$ cat config.mk
export PLATFORM = sky130hd
export DESIGN_NAME = pulse_delay_meter
export DESIGN_NICKNAME = d
export VERILOG_FILES = /design/src/rtl/pulse_delay_meter.sv
export SDC_FILE = /design/constraint.sdc
export NUM_CORES = 1
export LEC_CHECK = 0
export BUFFER_PORTS_ARGS = -buffer_cell sky130_fd_sc_hd__buf_4
export CAP_MARGIN = 20
export CORE_ASPECT_RATIO = 1.25
export CORE_MARGIN = 4
export CORE_UTILIZATION = 53
export DETAILED_ROUTE_END_ITERATION = 8
export PLACE_DENSITY = 0.82
export SYNTH_ARGS = -nofsm -noshare
export SYNTH_HDL_FRONTEND = slang
export SYNTH_SLANG_ARGS = --single-unit
$ cat constraint.sdc
create_clock -name clk -period 5 [get_ports clk]
set_input_delay 0.25 -clock clk [delete_from_list [all_inputs] [get_ports clk]]
set_output_delay 0.25 -clock clk [all_outputs]
set_load 0.005 [all_outputs]
$ cat src/rtl/pulse_delay_meter.sv
// rtl/pulse_delay_meter.sv - multi-channel sent-to-receive edge delay meter
// Measures clk periods from a sent edge to the first receive edge per channel, with timeout and held result.
module pulse_delay_meter #(
    parameter int PERIODS_DIM = 16,
    parameter int CHANNELS    = 4,
    parameter int TIMEOUT     = 1000
) (
    input  logic                            clk,
    input  logic                            rst,
    input  logic                            sent_signal,
    input  logic [CHANNELS-1:0]             recieved_signal,
    output logic [CHANNELS*PERIODS_DIM-1:0] delay_in_clk_periods,
    output logic [CHANNELS-1:0]             timeout_mask,
    output logic                            result_valid,
    input  logic                            result_ack,
    output logic                            overrun,
    output logic                            busy
);

    localparam int W = CHANNELS + 1;
    localparam logic [PERIODS_DIM-1:0] TIMEOUT_C = PERIODS_DIM'(TIMEOUT);

    typedef enum logic {IDLE, MEASURE} state_t;

    logic [W-1:0] sync1_q, sync1_d, sync2_q, sync2_d, sync3_q, sync3_d;
    logic [W-1:0] edge_q, edge_d;
    logic [1:0]   arm_q, arm_d;
    state_t       state_q, state_d;
    logic [PERIODS_DIM-1:0] count_q, count_d;
    logic [CHANNELS-1:0]    captured_q, captured_d;
    logic [CHANNELS-1:0][PERIODS_DIM-1:0] meas_q, meas_d;
    logic [CHANNELS-1:0][PERIODS_DIM-1:0] res_delay_q, res_delay_d;
    logic [CHANNELS-1:0]    res_mask_q, res_mask_d;
    logic valid_q, valid_d, overrun_q, overrun_d;
    logic                done;
    logic                sent_edge;
    logic [CHANNELS-1:0] recv_edge;

    // Edges are suppressed until the chain has refilled after reset, so a
    // level that was already high at release is not mistaken for an edge.
    always_comb begin
        sync1_d = {recieved_signal, sent_signal};
        sync2_d = sync1_q;
        sync3_d = sync2_q;
        arm_d   = (arm_q == 2'd3) ? arm_q : arm_q + 2'd1;
        edge_d  = (arm_q == 2'd3) ? (sync2_q & ~sync3_q) : '0;
    end

    assign sent_edge = edge_q[0];
    assign recv_edge = edge_q[W-1:1];

    // count_q holds the number of cycles elapsed since the sent-edge cycle.
    always_comb begin
        state_d     = state_q;
        count_d     = count_q;
        captured_d  = captured_q;
        meas_d      = meas_q;
        res_delay_d = res_delay_q;
        res_mask_d  = res_mask_q;
        valid_d     = valid_q;
        overrun_d   = overrun_q;
        done        = 1'b0;

        case (state_q)
            IDLE: begin
                if (sent_edge) begin
                    state_d    = MEASURE;
                    count_d    = PERIODS_DIM'(1);
                    captured_d = '0;
                end
            end
            MEASURE: begin
                for (int i = 0; i < CHANNELS; i++) begin
                    if (recv_edge[i] && !captured_q[i]) begin
                        captured_d[i] = 1'b1;
                        meas_d[i]     = count_q;
                    end
                end
                done = (&captured_d) || (count_q == TIMEOUT_C);
                if (done) begin
                    state_d = IDLE;
                end else begin
                    count_d = count_q + PERIODS_DIM'(1);
                end
            end
            default: state_d = IDLE;
        endcase

        if (result_ack && valid_q) begin
            valid_d   = 1'b0;
            overrun_d = 1'b0;
        end
        if (done) begin
            for (int i = 0; i < CHANNELS; i++) begin
                res_delay_d[i] = captured_d[i] ? meas_d[i] : '0;
            end
            res_mask_d = ~captured_d;
            valid_d    = 1'b1;
            if (valid_q && !result_ack) begin
                overrun_d = 1'b1;
            end
        end
    end

    always_ff @(posedge clk or posedge rst) begin
        if (rst) begin
            sync1_q     <= '0;
            sync2_q     <= '0;
            sync3_q     <= '0;
            edge_q      <= '0;
            arm_q       <= '0;
            state_q     <= IDLE;
            count_q     <= '0;
            captured_q  <= '0;
            meas_q      <= '0;
            res_delay_q <= '0;
            res_mask_q  <= '0;
            valid_q     <= 1'b0;
            overrun_q   <= 1'b0;
        end else begin
            sync1_q     <= sync1_d;
            sync2_q     <= sync2_d;
            sync3_q     <= sync3_d;
            edge_q      <= edge_d;
            arm_q       <= arm_d;
            state_q     <= state_d;
            count_q     <= count_d;
            captured_q  <= captured_d;
            meas_q      <= meas_d;
            res_delay_q <= res_delay_d;
            res_mask_q  <= res_mask_d;
            valid_q     <= valid_d;
            overrun_q   <= overrun_d;
        end
    end

    assign delay_in_clk_periods = res_delay_q;
    assign timeout_mask         = res_mask_q;
    assign result_valid         = valid_q;
    assign overrun              = overrun_q;
    assign busy                 = (state_q == MEASURE);

endmodule

# Word level (Yosys, flattened, before mapping)

Index checks and enable logic that the tools add are counted.

$add $sub $neg: 2
Eq/ne operators: 4
Multiplexer cells: 32
Bitwise gates (word level): 4
Reductions and logical operators: 15

Operators by type and width:

| kind                                                  | count |
|---|---|
| two-way mux 16 bit                                    | 10 |
| two-way mux 64 bit                                    | 1 |
| case mux 16 bit (2 select lines)                      | 1 |
| adder 16 x 1 -> 16 bit, second input constant         | 1 |
| equality test 16 x 10 -> 1 bit, second input constant | 1 |
| two-way mux 1 bit                                     | 16 |
| case mux 4 bit (2 select lines)                       | 1 |
| logical AND 1 bit                                     | 6 |
| AND 5 bit                                             | 1 |
| logical NOT 1 bit                                     | 5 |
| two-way mux 5 bit                                     | 1 |
| inverter 5 bit                                        | 1 |
| two-way mux 4 bit                                     | 1 |
| inequality test 2 bit, second input constant          | 2 |
| inverter 4 bit                                        | 1 |
| AND reduction 4 bit                                   | 1 |
| adder 2 x 1 -> 2 bit, second input constant           | 1 |
| equality test 2 bit, second input constant            | 1 |
| case mux 1 bit (2 select lines)                       | 1 |
| AND reduction 2 bit                                   | 1 |
| nonzero test 2 bit                                    | 1 |
| logical OR 1 bit                                      | 1 |
| inverter 1 bit                                        | 1 |

Bits in registers: 177
Input port bits: 8
Word-level logic and storage cells: 76

# Logic depth before layout (Yosys ltp)

Depth after elaboration: 8
Mapped depth: 8
Mapped depth without buffers: 6

# Worst setup path before layout

Ideal clock, no wire load.

Kind: flip-flop to flip-flop
Start: reg count_q[10]
End: reg res_mask_q[0], in the netlist timeout_mask[0]
Library setup time: 0.125 ns
Data arrival time: 1.932 ns
Slack: 2.943 ns
Cell stages (with the launch flop): 7
Path buffers: 3
Period minus slack after synthesis: 2.057 ns
Path through: dfrtp_1 -> clkbuf_1 -> or4_1 -> o32ai_2 -> buf_4 -> buf_12 -> mux2_4

Cells in the longest elaborated chain, start to end: 3

RTL lines:

| element                        | RTL line | RTL |
|---|---|---|
| start: declaration             | 29       | `logic [PERIODS_DIM-1:0] count_q, count_d;` |
| start signal: assignment       | 127      | `count_q <= count_d;` |
| equality test 16 x 10 -> 1 bit | 79       | `done = (&captured_d) \|\| (count_q == TIMEOUT_C);` |
| logical OR 1 bit               | 79       |  |
| two-way mux 1 bit              | 64       | `case (state_q)` |
| end signal: assignment         | 131      | `res_mask_q <= res_mask_d;` |
| end: declaration               | 33       | `logic [CHANNELS-1:0] res_mask_q, res_mask_d;` |

Every way passes these cells.
A chain may end at the register's enable or synchronous reset.

# Worst setup path in the final report

Start: reg state_q, in the netlist busy
End: reg res_delay_q (netlist bit delay_in_clk_periods[39])

Cells in the longest elaborated chain, start to end: 3

RTL lines:

| element                         | RTL line | RTL |
|---|---|---|
| start: declaration              | 28       | `state_t state_q, state_d;` |
| start signal: assignment        | 126      | `state_q <= state_d;` |
| inverter 1 bit                  | -        |  |
| case mux 4 bit (2 select lines) | 64       |  |
| two-way mux 16 bit              | 95       | `res_delay_d[i] = captured_d[i] ? meas_d[i] : '0;` |
| end signal: assignment          | 130      | `res_delay_q <= res_delay_d;` |
| end: declaration                | 32       | `logic [CHANNELS-1:0][PERIODS_DIM-1:0] res_delay_q, res_delay_d;` |

Several ways; a longest one is shown, not always the timed one.

==> results.yml <==
placement:
  dp.cells: 811
  dp_hpwl_um: 10100
  io_buffers: 78
  gp_congestion: 0.816
critical_path:
  critPathSlowestCell: "dfrtp_1"
  end_kind: "register"
  startpoint_type: "register"
  worst-path-buf-inv: 1
  crit_arrival_ns: 3.41
  worstPathMaxFanout: 25
  required_ns: 5.35
  cpLargestDelayFamily: "flip-flops"
  worst-setup-path-type: "reg2reg"
  max_stage_delay_ns: 0.84
  crit_chain: "nand2_1 -> or4_1 -> o32ai_4 -> buf_4 -> mux2i_1"
logic_synthesis:
  synthesis.nets: 602
  syn-cell-area_um2: 7430
  synth_ff_type: "dfrtp_1"
  ys_seq_elements: 177
  avgSynthCellArea_um2: 12.6
  synth_top_area_share_pct: 59.6
  ys_top_cells_by_area: "dfrtp_1 60%, mux2_2 9.9%, mux2i_1 9.7%"
  netlist_instances: 591
  synth_cell_types: 46
  yosysSeqAreaShare_pct: 59.6
  synth-edff-count: 0
  async_flop_share_pct: 100
  synth_warnings: 0
  yosys.area.top_type: "dfrtp_1"
pwr:
  ir_worst_vdd_v: 0.000306
  powerDensity_nw_per_um2: 447
  finalPower_w: 0.00389
  p_leak_nw: 4.07
sta:
  hold_ws_ns: 0.0972
  clock-skew-final_ns: 0.00785
  final_hold_viol_count: 0
  finalSetupViolCount: 0
  drv_slew: 0
  worstMarginPinSlew_ns: 0.980
  fmax_ghz: 0.327
  min_period_ns: 3.06
  period_share_pct: 61.2
  relSlewSlack_pct: 34.7
  rsz0062_at_grt: "no"
  finalSetupTns_ns: 0
floorplanning:
  io_pins: 79
  die_y_um: 140
  start_util_pct: 54.0
  die_area_um2: 16000
  core_area_um2: 13800
  die_x_um: 114
  fp-row-count: 48
clocking:
  clock_sinks: 177
  cts_made_buffers: 17
  cts_buffer_depth: 2
  cts-root-buf: "clkbuf_16"
  clkLatencyLatePin_ns: 0.43
  cts_resized: 0
  cts_tree: "built"
  path_clk_slew_ns: 0.07
  cts_max_level: 4
outcome:
  status: "finished, final reports clean"
min_path:
  hp-class: "in2async"
finish:
  final_common_cell: "dfrtp_1"
  stdcell_count: 850
  final_nets: 673
  regArea_um2: 4430
  final_cell_mix: "177 x dfrtp_1, 81 x buf_4, 73 x inv_1"
  fillers: 984
  multiInputGateArea_um2: 2530
  num_antenna_cells: 0
  drive_gt1_share_pct: 28.1
  syn_to_final_growth_pct: 17.3
detailed_routing:
  detail_route.wl_per_cell_um: 17.9
  dr.first_iter.drc_count: 329
  drt_first_pass_iters: 5
  finalWirelength_um: 15200
  vias: 4620
  post-route-drc-count: 0
  drtAntennaViolNets: 0
  viasPerCell: 5.44
global_routing:
  antenna_found_initial: 0
  grt_pass1_vias: 4891
  grt.total_usage_pct: 20.3
  grt_max_degree: 178
  grt_pass1_wl_um: 25300
  overflow: 0
run:
  maxCapViolations: 0
power by group:
| group | total (W) | switching [W] | leakage, nW | internal (W) |
|---|---|---|---|---|
| Sequential | 0.00181 | 0.000190 | 2.37 | 0.00162 |
| Combinational | 0.000834 | 0.000407 | 1.42 | 0.000427 |
| Clock | 0.00125 | 0.000563 | 0.270 | 0.000689 |
kinds of logic (layout without fill, tap and decap cells):
group,count (synthesis),count (layout),synth area share (%)
AOI/OAI and AO/OA,66,66,5.36
buffers and inverters,110,194,6.53
and+or+nand+nor,93,93,7.51
muxes,141,141,20.4
adders and majority gates,3,3,0.505
xor gates and xnor gates,1,1,0.118
DFF,177,177,59.6
synthesized netlist by cell type, drive strengths merged (3+ instances only):
cell,n
or4,4
clkbuf,21
nor3,4
nand2b,32
nor2,8
nand3b,4
mux2,69
a21oi,6
nand4,4
ha,3
dfrtp,177
nand2,13
o21ai,37
o21a,4
buf,15
a21o,3
inv,74
and3b,5
o211ai,4
nand3,7
mux2i,72
stage by stage:
stage | utilization (%) | cell area (um^2) | worst slack, ns
6_report | 63.4 | 8710 | 1.94
5_1_grt | 63.4 | 8710 | 1.75
4_1_cts | 63.2 | 8700 | 1.96
3_5_place_dp | 58.8 | 8090 | 1.99
3_3_place_gp | 58.8 | 8090 | 2.07
2_1_floorplan | - | 7430 | 2.48
routing by layer:
layer / GRT usage [%] / share of wire [%]
met5: 0 / 0
met4: 8.32 / 2.4
met3: 5.23 / 4.3
met2: 34.3 / 53
met1: 24.7 / 40
final timing paths:
path	from	to	slack, ns	cells after the start
hold reg to reg	sync1_q[1]$_DFF_PP0_	sync2_q[1]$_DFF_PP0_	0.35	0
setup / recovery	busy$_DFF_PP0_	delay_in_clk_periods[39]$_DFFE_PP0P_	1.94	5
min in group clk	result_ack	register	0.10	3
hold / removal	rst	delay_in_clk_periods[20]$_DFFE_PP0P_	0.1	3
setup reg to reg	busy$_DFF_PP0_	delay_in_clk_periods[39]$_DFFE_PP0P_	1.94	5
max in group asynchronous	rst	delay_in_clk_periods[37]$_DFFE_PP0P_	4.27	3
timing repair:
item,4_1_cts,5_1_grt
buffers inserted,0,0
hold endpoints to repair,5,0
hold buffers,5,0
layout make-up:
class                      count  share of cell area, %
sequential                   177                   50.8
multi-input combinational    304                   29.0
timing repair buffer          88                   8.01
clock buffer                  17                   4.88
inverter                      74                   3.23
tap                          175                   2.51
clock inverter                15                   1.54
flip-flops by register name, summed over array words and instances, names as in the netlist, named ones only:
register / count
delay_in_clk_periods: 64
meas_q: 64
count_q: 16
edge_q: 5
sync1_q: 5
sync2_q: 5
sync3_q: 5
captured_q: 4
timeout_mask: 4
arm_q: 2
busy: 1
result_valid: 1
worst register-to-register path, delay by kind of cell (launching register included):
kind                   cells  cell delay (ns)
AOI/OAI and AO/OA          1             0.82
buffers and inverters      1             0.49
and+or+nand+nor            2             0.57
DFF                        1             0.84
muxes                      1             0.27
(Power assumes the default switching activity.)
